File: src/rtl/cache_pkg.sv
// cache_pkg
// Shared constants for the cache_dados data cache and its refill controller.
// Geometry: 16 direct-mapped lines of 32-byte blocks (8 x 32-bit words).
// Address layout: [31:9] tag, [8:5] line index, [4:0] byte offset in block.
// Also holds the refill FSM state encoding and two address-slicing helpers.
package cache_pkg;

    localparam int LINHAS         = 16;
    localparam int PALAVRAS_BLOCO = 8;
    localparam int BITS_INDEX     = 4;
    localparam int BITS_TAG       = 23;
    localparam int BITS_OFFSET    = 5;
    localparam int BITS_CONT      = 3;
    localparam int BITS_PALAVRA   = 32;
    localparam int BITS_LINHA     = PALAVRAS_BLOCO * BITS_PALAVRA;

    // Address-slicing positions, shared with cache_dados
    localparam int INDEX_LSB = BITS_OFFSET;
    localparam int INDEX_MSB = BITS_OFFSET + BITS_INDEX - 1;
    localparam int TAG_LSB   = BITS_OFFSET + BITS_INDEX;
    localparam int TAG_MSB   = 31;

    // Clears the byte offset, leaving the block base address
    localparam logic [31:0] BASE_MASK = ~((32'd1 << BITS_OFFSET) - 32'd1);

    // Refill FSM encoding
    localparam logic [1:0] IDLE = 2'b00;
    localparam logic [1:0] REQ  = 2'b01;
    localparam logic [1:0] FILL = 2'b10;
    localparam logic [1:0] DONE = 2'b11;

    function automatic logic [BITS_INDEX-1:0] addr_index(input logic [31:0] addr);
        return addr[INDEX_MSB:INDEX_LSB];
    endfunction

    function automatic logic [BITS_TAG-1:0] addr_tag(input logic [31:0] addr);
        return addr[TAG_MSB:TAG_LSB];
    endfunction

endpackage

File: src/rtl/refill_cache_dados.sv
// refill_cache_dados
// Miss-handling controller in front of cache_dados. On a read miss it reads
// the 8 words of the block from main memory (req/ack handshake), assembles
// the 256-bit line and writes line, tag and valid into the cache with a
// single-cycle fill_we strobe.
// Ports:
//   clock, reset        : rising-edge clock, synchronous active-low reset
//   miss_req, miss_addr : miss indication and load address from the pipeline
//   mem_req, mem_addr   : word read request and word-aligned address to memory
//   mem_ack, mem_rdata  : request accepted, returned word valid in same cycle
//   fill_we             : one-cycle line write strobe to the cache
//   fill_index/tag/data : line index, tag and data for the write (held after)
//   busy                : controller is not idle
//   miss_count          : refills started, saturating at 16'hFFFF
module refill_cache_dados
    import cache_pkg::*;
(
    input  logic                    clock,
    input  logic                    reset,
    input  logic                    miss_req,
    input  logic [31:0]             miss_addr,
    output logic                    mem_req,
    output logic [31:0]             mem_addr,
    input  logic                    mem_ack,
    input  logic [31:0]             mem_rdata,
    output logic                    fill_we,
    output logic [BITS_INDEX-1:0]   fill_index,
    output logic [BITS_TAG-1:0]     fill_tag,
    output logic [BITS_LINHA-1:0]   fill_data,
    output logic                    busy,
    output logic [15:0]             miss_count
);

    // The last word goes straight from mem_rdata into fill_data, so the
    // assembly register only needs the first seven words.
    localparam int BITS_ASM = (PALAVRAS_BLOCO - 1) * BITS_PALAVRA;

    logic [1:0]             state_q,      state_d;
    logic [BITS_CONT-1:0]   count_q,      count_d;
    logic [31:0]            base_q,       base_d;
    logic [BITS_ASM-1:0]    asm_q,        asm_d;
    logic [BITS_INDEX-1:0]  fill_index_q, fill_index_d;
    logic [BITS_TAG-1:0]    fill_tag_q,   fill_tag_d;
    logic [BITS_LINHA-1:0]  fill_data_q,  fill_data_d;
    logic [15:0]            miss_count_q, miss_count_d;

    always_comb begin
        state_d      = state_q;
        count_d      = count_q;
        base_d       = base_q;
        asm_d        = asm_q;
        fill_index_d = fill_index_q;
        fill_tag_d   = fill_tag_q;
        fill_data_d  = fill_data_q;
        miss_count_d = miss_count_q;

        case (state_q)
            IDLE: begin
                if (miss_req) begin
                    base_d  = miss_addr & BASE_MASK;
                    count_d = '0;
                    if (miss_count_q != 16'hFFFF) begin
                        miss_count_d = miss_count_q + 16'd1;
                    end
                    state_d = REQ;
                end
            end
            REQ: begin
                if (mem_ack) begin
                    for (int k = 0; k < PALAVRAS_BLOCO - 1; k++) begin
                        if (count_q == BITS_CONT'(k)) begin
                            asm_d[BITS_PALAVRA*k +: BITS_PALAVRA] = mem_rdata;
                        end
                    end
                    // Fill outputs are only updated on the way into FILL so
                    // they keep the previous line during the next refill.
                    if (count_q == BITS_CONT'(PALAVRAS_BLOCO - 1)) begin
                        fill_data_d  = {mem_rdata, asm_q};
                        fill_index_d = addr_index(base_q);
                        fill_tag_d   = addr_tag(base_q);
                        state_d      = FILL;
                    end else begin
                        count_d = count_q + 1'b1;
                    end
                end
            end
            FILL: begin
                state_d = DONE;
            end
            DONE: begin
                // miss_req is stale here while the cache recomputes its hit
                state_d = IDLE;
            end
            default: begin
                state_d = IDLE;
            end
        endcase
    end

    always_ff @(posedge clock) begin
        if (!reset) begin
            state_q      <= IDLE;
            count_q      <= '0;
            base_q       <= '0;
            asm_q        <= '0;
            fill_index_q <= '0;
            fill_tag_q   <= '0;
            fill_data_q  <= '0;
            miss_count_q <= '0;
        end else begin
            state_q      <= state_d;
            count_q      <= count_d;
            base_q       <= base_d;
            asm_q        <= asm_d;
            fill_index_q <= fill_index_d;
            fill_tag_q   <= fill_tag_d;
            fill_data_q  <= fill_data_d;
            miss_count_q <= miss_count_d;
        end
    end

    // base_q has a zero offset, so adding the word offset never carries
    assign mem_req    = (state_q == REQ);
    assign mem_addr   = (state_q == REQ) ? (base_q + 32'({count_q, 2'b00})) : 32'd0;
    assign fill_we    = (state_q == FILL);
    assign busy       = (state_q != IDLE);
    assign fill_index = fill_index_q;
    assign fill_tag   = fill_tag_q;
    assign fill_data  = fill_data_q;
    assign miss_count = miss_count_q;

endmodule

File: config.mk
export PLATFORM = sky130hd
export DESIGN_NAME = refill_cache_dados
export DESIGN_NICKNAME = d
export VERILOG_FILES = /design/src/rtl/cache_pkg.sv /design/src/rtl/refill_cache_dados.sv
export SDC_FILE = /design/constraint.sdc
export NUM_CORES = 1
export LEC_CHECK = 0
export ABC_AREA = 1
export BUFFER_PORTS_ARGS = -buffer_cell sky130_fd_sc_hd__buf_2
export CAP_MARGIN = 10
export CORE_UTILIZATION = 35
export CTS_BUF_LIST = sky130_fd_sc_hd__clkbuf_16
export DETAILED_ROUTE_END_ITERATION = 6
export MAX_ROUTING_LAYER = met4
export PLACE_DENSITY = 0.57
export SETUP_SLACK_MARGIN = 0.15
export SKIP_LAST_GASP = 1
export SLEW_MARGIN = 40
export SYNTH_ARGS = -nofsm -noshare
export SYNTH_HDL_FRONTEND = slang
export SYNTH_SLANG_ARGS = --single-unit
File: constraint.sdc
create_clock -name clock -period 3.5 [get_ports clock]
set_input_delay 0.525 -clock clock [delete_from_list [all_inputs] [get_ports clock]]
set_output_delay 0.525 -clock clock [all_outputs]
set_load 0.1 [all_outputs]
==> out/qor.yml, run 1 <==
ant_nets: 0
synthTopCellsByArea: "dfxtp_1 54%, nor2_1 8.5%, nand3_1 8.1%"
max_freq_ghz: 0.358
worstSetupEndpoint: "mem_addr[21]"
synth.top_cell.area_share_pct: 54.4
dieWidth_um: 244
post_cts_resize_count: 0
final_cell_mix: "555 x dfxtp_1, 461 x nor2_1, 404 x nand2_1"
synthMuxAreaShare_pct: 0
grt_pass1_wl_um: 105000
antenna_found_initial: 8
syn_area_um2: 20400
power_switching_uw: 4540
port_buffers: 394
drv_slew: 0
place.gp.congestion: 0.810
clock_latency_ns: 0.61
synth_top_family_by_area: "simple AND/OR/NAND/NOR gates"
layout_min_cycle_time_ns: 2.79
p_leak_uw: 0.00976
final_util_pct: 42.6
cp_data_required_time_ns: 2.97
hpwl_um: 42200
core_area_um2: 57700
combPwrFrac_pct: 15.1
synth_compound_area_share_pct: 14.0
rsz0062_at_grt: "no"
worst_slew_pin_slew_ns: 0.791
grt_pass1_vias: 17639
final_hold_viol_count: 0
start_util_pct: 35.4
io_pins: 402
drtIter0Drc: 1340
clk_pin_slew_ns: 0.06
seq_power_share_pct: 45.2
pwr_density_cell_nw_per_um2: 608
fillCellCount: 5940
via_per_inst: 5.03
cts_sinks: 555
vias: 18636
h-tree-depth: 2
intPower_uw: 10400
synth_edf_count: 0
first_pass_iters: 5
wirelength_um: 69900
switching_share_pct: 30.4
multi_input_area_um2: 8090
ys_seq_elements: 555
cts_setup_buffers: 0
grt_max_degree: 162
synthToLayoutAreaGrowth_pct: 20.2
worst_slew_margin_rel_pct: 47.3
cts_hold_buffers: 0
ys_seq_area_share_pct: 54.4
setup_tns_ns: 0
synth.distinct_cells: 30
clockRootBuffer: "clkbuf_16"
yosys.area_share.xor_xnor_pct: 0.257
crit_arrival_ns: 2.27
yosysWarningCount: 0
report.final.setup_viol: 0
synthSimpleGateAreaFrac_pct: 24.6
die-area_um2: 59300
rr_worst_depth: 10
r2r_slack_ns: 0.77
numCtsBuffers: 58
worst_ir_drop_vdd_v: 0.000426
finalCritPeriodShare_pct: 79.9
critical_path_class: "flop to output pin"
drc: 0
synthCells: 2616
yosysTopAreaCell: "dfxtp_1"
clkPwrFrac_pct: 39.7
fin_skew_ns: 0.0128
hold_class: "input port to flop"
drive_gt1_share_pct: 18.3
rr_startpoint: "state_q[1]"
r2r_end: "asm_q[71]"
grt.overflow.total: 0
cp_max_fo: 36
avgRoutedWirePerCell_um: 18.8
end_kind: "output pin"
die_h_um: 244
crit_start: "state_q[1]"
final_nets: 2966
final-seq-area_um2: 11100
num_rows: 88
maxCapViolCount: 0
gr-usage-all-layers_pct: 23.5
clk_path_buf_depth: 3
synth_ff_type: "dfxtp_1"
async_reset_ff_share_pct: 0
cp-start-kind: "flop"
status: "finished clean"
synthAdderAreaFrac_pct: 0.674
cts_tree: "done"
final_common_cell: "dfxtp_1"
syn_area_per_cell_um2: 7.81
## layout make-up
cell class / count / area share, %
Sequential cell: 555 / 45.3
Multi-Input combinational cell: 1791 / 33.0
Timing Repair Buffer: 425 / 9.42
Clock buffer: 61 / 6.22
Tap cell: 765 / 3.90
Clock inverter: 44 / 1.19
Inverter: 56 / 0.938
Antenna cell: 11 / 0.112
## registers in the layout, indices dropped and copies added (netlist names)
register,flops
count_q,3
fill_index,4
fill_tag,23
asm_q,224
base_q,27
fill_data,256
miss_count,16
state_q,2
## synthesized netlist by cell type, types with 7 or more instances
cell type	n
dfxtp_1	555
nor2_1	461
nand2_1	405
nand3_1	332
a21oi_1	321
o21ai_0	226
clkbuf_1	106
buf_2	70
inv_1	54
buf_4	27
ha_1	11
a21oi_2	10
buf_1	7
## power groups by stage
stage / Sequential (uW) / Clock (uW) / Combinational (uW)
2_1_floorplan: 6890 / 0 / 1710
3_3_place_gp: 6870 / 0 / 2200
3_5_place_dp: 6890 / 0 / 2240
4_1_cts: 6750 / 6060 / 2240
5_1_grt: 6780 / 6330 / 2460
6_report: 6750 / 5930 / 2250
## kinds of logic (layout without fill, tap and decap cells)
logic type / after synthesis / after routing
simple gates: 1212 / 1212
compound gates: 560 / 560
flops: 555 / 555
buf+inv: 271 / 586
fa+ha+maj: 11 / 11
xor+xnor: 6 / 6
other cells: 1 / 13
## layer usage
| layer | vias to the layer above | global-route usage, % | share of wire (%) |
|---|---|---|---|
| li1 | 9152 | - | - |
| met1 | 8750 | 31.4 | 44 |
| met2 | 639 | 35.3 | 44 |
| met3 | 95 | 5.76 | 9.8 |
| met4 | 0 | 6.25 | 2.3 |
| met5 | - | - | 0 |
## per-stage QoR
step | hold WS (ns) | power [uW] | setup slack, ns | cell area (um^2) | std cells
floorplan | 0.441 | 8600 | 0.551 | 20400 | 2617
global placement | 0.445 | 9080 | 0.670 | 22600 | 3590
detailed placement | 0.450 | 9120 | 0.731 | 22700 | 3590
CTS | 0.134 | 15000 | 0.665 | 24500 | 3695
global route | 0.173 | 15600 | 0.543 | 24500 | 3697
finish | 0.168 | 14900 | 0.705 | 24500 | 3708
## worst max-delay path: stages (launching register included)
cell	delay (ns)
dfxtp_1	0.32
inv_1	0.12
ha_1	0.18
buf_4	0.36
nand2_1	0.18
inv_1	0.08
buf_2	0.42
## worst min path at each step
stage,start,to,cells past startpoint,slack (ns)
after CTS,miss_addr[19],base_q[19],3,0.13
after global placement,fill_data[236],fill_data[236],2,0.44
after floorplan,asm_q[100],asm_q[100],2,0.44
after global routing,miss_addr[18],base_q[18],3,0.17
final,miss_addr[19],base_q[19],3,0.17
after detailed placement,fill_tag[19],fill_tag[19],2,0.45
Note: power is estimated with default switching activity, not from simulation.
==> run 2, diff against run 1 <==
--- a/config.mk
+++ b/config.mk
@@ -5,14 +5,14 @@
 export SDC_FILE = /design/constraint.sdc
 export NUM_CORES = 1
 export LEC_CHECK = 0
-export ABC_AREA = 1
+export ABC_AREA = 0
 export BUFFER_PORTS_ARGS = -buffer_cell sky130_fd_sc_hd__buf_2
 export CAP_MARGIN = 10
 export CORE_UTILIZATION = 35
 export CTS_BUF_LIST = sky130_fd_sc_hd__clkbuf_16
 export DETAILED_ROUTE_END_ITERATION = 6
 export MAX_ROUTING_LAYER = met4
-export PLACE_DENSITY = 0.57
+export PLACE_DENSITY = 0.59
 export SETUP_SLACK_MARGIN = 0.15
 export SKIP_LAST_GASP = 1
 export SLEW_MARGIN = 40
==> constraint.sdc (replaced) <==
create_clock -name clock -period 2.35 [get_ports clock]
set_input_delay 0.3525 -clock clock [delete_from_list [all_inputs] [get_ports clock]]
set_output_delay 0.3525 -clock clock [all_outputs]
set_load 0.1 [all_outputs]
==> out/qor.yml, run 2 <==
start_util_pct: 35.7
num_rows: 86
clockRootBuffer: "clkbuf_16"
yosysTopAreaCell: "dfxtp_1"
numCtsBuffers: 57
multi_input_area_um2: 7840
wl_met2_um: 30600
crit_arrival_ns: 1.83
clk_path_buf_depth: 3
grt.overflow.total: 0
dieWidth_um: 240
worstPathBufferInverterCount: 3
highest_layer: "met4"
report.final.setup_viol: 0
async_reset_ff_share_pct: 0
crit_path_max_incr_delay_ns: 0.32
cp_max_fo: 15
yosysMostFrequentCell: "nand2_1"
worst_slew_pin_slew_ns: 0.578
drc: 0
path_cells: "inv_2, ha_4, buf_6, and2_4, buf_6"
pwr_density_cell_nw_per_um2: 844
synthTopCellsByArea: "dfxtp_1 56%, nand2_1 20%, a21oi_1 14%"
path_delay_family: "buffers and inverters"
gr-usage-all-layers_pct: 23.0
worst_slew_margin_rel_pct: 61.5
grt_pass1_vias: 16697
avgRoutedWirePerCell_um: 18.2
clk_pin_slew_ns: 0.06
wl_met3_um: 4750
final-seq-area_um2: 11100
via_per_inst: 4.97
antenna_found_initial: 2
hold_class: "input port to flop"
place.gp.congestion: 0.810
setup_tns_ns: 0
ant_nets: 0
max_freq_ghz: 0.459
die-area_um2: 57600
layout_min_cycle_time_ns: 2.18
cts_sinks: 555
cpMostUsedCell: "buf_6"
p_leak_uw: 0.00957
synth.distinct_cells: 39
synth.top_cell.area_share_pct: 56.1
critical_path_class: "flop to output pin"
grt_pass1_wl_um: 97900
final_common_cell: "nand2_1"
synthToLayoutAreaGrowth_pct: 25.8
clock_latency_ns: 0.60
vias: 18215
h-tree-depth: 2
fin_skew_ns: 0.0166
synth_ff_type: "dfxtp_1"
synthCells: 2540
end_kind: "output pin"
core_area_um2: 55500
syn_area_um2: 19800
wirelength_um: 66900
io_pins: 402
grt_max_degree: 96
final_hold_viol_count: 0
synth_edf_count: 0
rsz0062_at_grt: "yes"
critPathSlowestCell: "dfxtp_2"
drive_gt1_share_pct: 20.4
finalCritPeriodShare_pct: 92.7
maxCapViolCount: 0
status: "finished clean"
final_nets: 2950
ys_seq_elements: 555
cp-start-kind: "flop"
port_buffers: 394
syn_area_per_cell_um2: 7.80
first_pass_iters: 5
hpwl_um: 42400
ys_seq_area_share_pct: 56.1
worst_ir_drop_vdd_v: 0.000993
largest_reg_flops: 256
worst_hold_slack_ns: 0.0606
met1_length_um: 29700
die_h_um: 240
drtIter0Drc: 1344
cts_tree: "done"
final_cell_mix: "1076 x nand2_1, 549 x a21oi_1, 537 x dfxtp_1"
cp_data_required_time_ns: 2.00
ys_top_cells_by_count: "1076 x nand2_1, 555 x dfxtp_1, 549 x a21oi_1, 146 x clkbuf_1, 33 x buf_4"
yosysWarningCount: 0
drv_slew: 0
fillCellCount: 5583
-- run 2: changes by cell type in the layout (fill, tap and decap cells not counted), moves of 25 or more --
cell	previous run	this run
nor2_1	461	9
buf_12	6	31
o21ai_0	226	9
nand2_1	404	1076
and2_4	0	29
buf_4	22	55
nand3_1	332	11
a21oi_1	321	549
inv_1	60	24
buf_2	393	362
dlygate4sd3_1	0	27
-- run 2: cell families after synthesis --
logic type	after synthesis	share of synthesized area, %
and+or+nand+nor	1176	23.5
AOI/OAI and AO/OA	567	14.5
DFF	555	56.1
buffers and inverters	225	5.05
adders and majority gates	11	0.694
muxes	4	0.208
other	1	0.0189
xor gates and xnor gates	1	0.0442
-- run 2: path summary, 6_finish.rpt --
check	startpoint	end	slack (ns)	depth (start not counted)
worst min register to register	asm_q[121]	fill_data[121]	0.45	2
worst max register to register	count_q[0]	fill_data[14]	0.29	7
worst min-delay path	reset	miss_count[12]	0.06	2
worst max-delay path	state_q[1]	mem_addr[26]	0.17	5
-- run 2: repair_timing --
item,CTS,global route
gates resized for setup,59,6
gates cloned,0,1
hold buffers,27,0
endpoints found under the setup margin,32,182
setup buffers,4,0
pin swaps,0,1
hold endpoints to repair,27,0
-- run 2: power breakdown --
part           switching (uW)  leakage (uW)  internal [uW]
Sequential                165       0.00448           9650
Clock                    3720      0.000913           4810
Combinational            1930       0.00417            760
-- run 2: layout make-up --
| cell class | count | share of cell area, % |
|---|---|---|
| flip-flops and latches | 555 | 44.7 |
| multi-input cells | 1762 | 31.4 |
| repair buffers | 486 | 13.0 |
| clock buffers | 57 | 5.72 |
| well taps | 748 | 3.75 |
| clock inverters | 47 | 1.24 |
| inverters | 9 | 0.166 |
| diodes | 3 | 0.0301 |
-- run 2: stage by stage --
| stage | setup slack (ns) | power (uW) | std cells | area (um^2) | util [%] |
|---|---|---|---|---|---|
| 2_1_floorplan | 0.193 | 11700 | 2541 | 19900 | - |
| 3_3_place_gp | 0.302 | 12400 | 3528 | 22700 | 40.8 |
| 3_5_place_dp | 0.226 | 12400 | 3528 | 22700 | 40.8 |
| 4_1_cts | 0.107 | 21200 | 3663 | 24900 | 44.9 |
| 5_1_grt | 0.110 | 21700 | 3666 | 24900 | 44.9 |
| 6_report | 0.171 | 21000 | 3667 | 24900 | 44.9 |
-- run 2: worst register-to-register path, cell delays in order, from the launching register on --
cell     delay [ns]
dfxtp_1        0.41
ha_1           0.22
ha_2           0.29
and3_4         0.25
buf_12         0.30
buf_4          0.29
nand2_1        0.07
a21oi_1        0.15
-- run 2: metal layers --
metal | GRT usage [%] | vias up
li1 | - | 8816
met1 | 30.1 | 8689
met2 | 35.7 | 590
met3 | 4.33 | 120
met4 | 7.41 | 0
met5 | - | -
==> run 3, diff against run 2 <==
--- a/config.mk
+++ b/config.mk
@@ -8,11 +8,12 @@
 export ABC_AREA = 0
 export BUFFER_PORTS_ARGS = -buffer_cell sky130_fd_sc_hd__buf_2
 export CAP_MARGIN = 10
-export CORE_UTILIZATION = 35
+export CORE_UTILIZATION = 49
 export CTS_BUF_LIST = sky130_fd_sc_hd__clkbuf_16
+export CTS_CLUSTER_DIAMETER = 50
 export DETAILED_ROUTE_END_ITERATION = 6
 export MAX_ROUTING_LAYER = met4
-export PLACE_DENSITY = 0.59
+export PLACE_DENSITY = 0.75
 export SETUP_SLACK_MARGIN = 0.15
 export SKIP_LAST_GASP = 1
 export SLEW_MARGIN = 40
==> out/qor.yml, run 3 (synthesis results as in run 2) <==
io_pins: 402
path_cells: "inv_4, ha_4, buf_12, buf_12, and2_4, buf_8"
h-tree-depth: 2
cp_data_required_time_ns: 2.00
grt_pass1_wl_um: 93800
worst_slew_margin_rel_pct: 65.1
numCtsBuffers: 56
drive_gt1_share_pct: 20.8
switching_share_pct: 27.6
cp-start-kind: "flop"
seq_power_share_pct: 46.1
wirelength_um: 62500
dieWidth_um: 203
critPathSlowestCell: "dfxtp_4"
final_common_cell: "nand2_1"
report.final.setup_viol: 0
rsz0062_at_grt: "yes"
synthToLayoutAreaGrowth_pct: 24.5
layout_min_cycle_time_ns: 2.15
status: "finished clean"
stdcell_count: 3433
die_h_um: 203
clock_latency_ns: 0.61
gr-usage-all-layers_pct: 30.2
worst_hold_slack_ns: 0.0339
drc: 0
num_rows: 73
largest_reg_flops: 256
clk_path_buf_depth: 3
die-area_um2: 41300
power_switching_uw: 5880
crit_arrival_ns: 1.80
grt.overflow.total: 0
place.gp.congestion: 0.834
ant_nets: 0
combPwrFrac_pct: 12.6
cp_max_fo: 16
hpwl_um: 39500
max_freq_ghz: 0.465
cts_tree: "done"
final_nets: 2937
first_pass_iters: 6
grt_max_degree: 79
cpMostUsedCell: "buf_12"
crit_path_max_incr_delay_ns: 0.36
worst_slew_pin_slew_ns: 0.524
antenna_found_initial: 0
maxCapViolCount: 0
end_kind: "output pin"
p_leak_uw: 0.00954
cts_sinks: 555
clk_pin_slew_ns: 0.06
avgRoutedWirePerCell_um: 18.2
start_util_pct: 49.8
critical_path_class: "flop to output pin"
drv_slew: 0
pwr_density_cell_nw_per_um2: 864
via_per_inst: 5.32
hold_class: "input port to flop"
placedCellCount: 3297
clockRootBuffer: "clkbuf_16"
intPower_uw: 15400
core_area_um2: 39800
fin_skew_ns: 0.0245
finalCritPeriodShare_pct: 91.5
vias: 18265
worst_ir_drop_vdd_v: 0.000725
port_buffers: 394
clkPwrFrac_pct: 41.2
final_hold_viol_count: 0
drtIter0Drc: 1559
grt_pass1_vias: 16885
final_cell_mix: "1075 x nand2_1, 549 x a21oi_1, 537 x dfxtp_1"
setup_tns_ns: 0
## run 3: repair_timing
item,in CTS,in global routing
pin swaps,0,1
resized for setup,58,14
setup endpoints to repair,32,13
endpoints found under the hold margin,24,0
setup buffers,3,1
hold buffers,24,0
## run 3: critical path: cells and delay by family (launching register included)
kind,cells,cell delay [ns]
DFF,1,0.36
adders and majority gates,1,0.16
buffers and inverters,4,0.52
and+or+nand+nor,1,0.16
## run 3: worst paths after layout
| path | from | end | slack [ns] | cells past startpoint |
|---|---|---|---|---|
| worst max-delay path | state_q[1] | mem_addr[30] | 0.20 | 6 |
| worst min-delay path | miss_addr[9] | base_q[9] | 0.03 | 3 |
| worst max register to register | state_q[1] | fill_data[164] | 0.30 | 9 |
| worst min register to register | asm_q[97] | fill_data[97] | 0.45 | 2 |
## run 3: power groups by stage
stage                     clock [uW]  combinational (uW)  sequential (uW)
after floorplan                    0                1700            10000
after global placement             0                2280            10000
after detailed placement           0                2330            10000
after CTS                       8890                2560             9820
after global routing            9270                2820             9850
final                           8790                2690             9830
## run 3: cell type report
type                       count  area, um^2
fill                        3440       15100
sequential                   555       11100
multi-input combinational   1761        7830
timing repair buffer         475        3180
clock buffer                  57        1430
tap                          525         657
clock inverter                49         385
inverter                       9        43.8
antenna                        2        5.00
## run 3: per-layer routing
metal	wire (um)	GRT usage (%)	part of all wire, %	vias up
met1	25500	37.0	41	8593
met4	2160	12.1	3.5	0
met3	5270	6.23	8.4	135
li1	-	-	-	8779
met5	0	-	0	-
met2	29600	48.5	47	758
## run 3: per-stage QoR
stage / power, uW / area, um^2 / util [%] / setup WS [ns]
2_1_floorplan: 11700 / 19900 / - / 0.193
4_1_cts: 21300 / 24600 / 61.7 / 0.130
3_3_place_gp: 12300 / 22300 / 56.0 / 0.331
6_report: 21300 / 24700 / 62.0 / 0.199
5_1_grt: 21900 / 24700 / 61.9 / 0.141
3_5_place_dp: 12300 / 22300 / 56.0 / 0.220
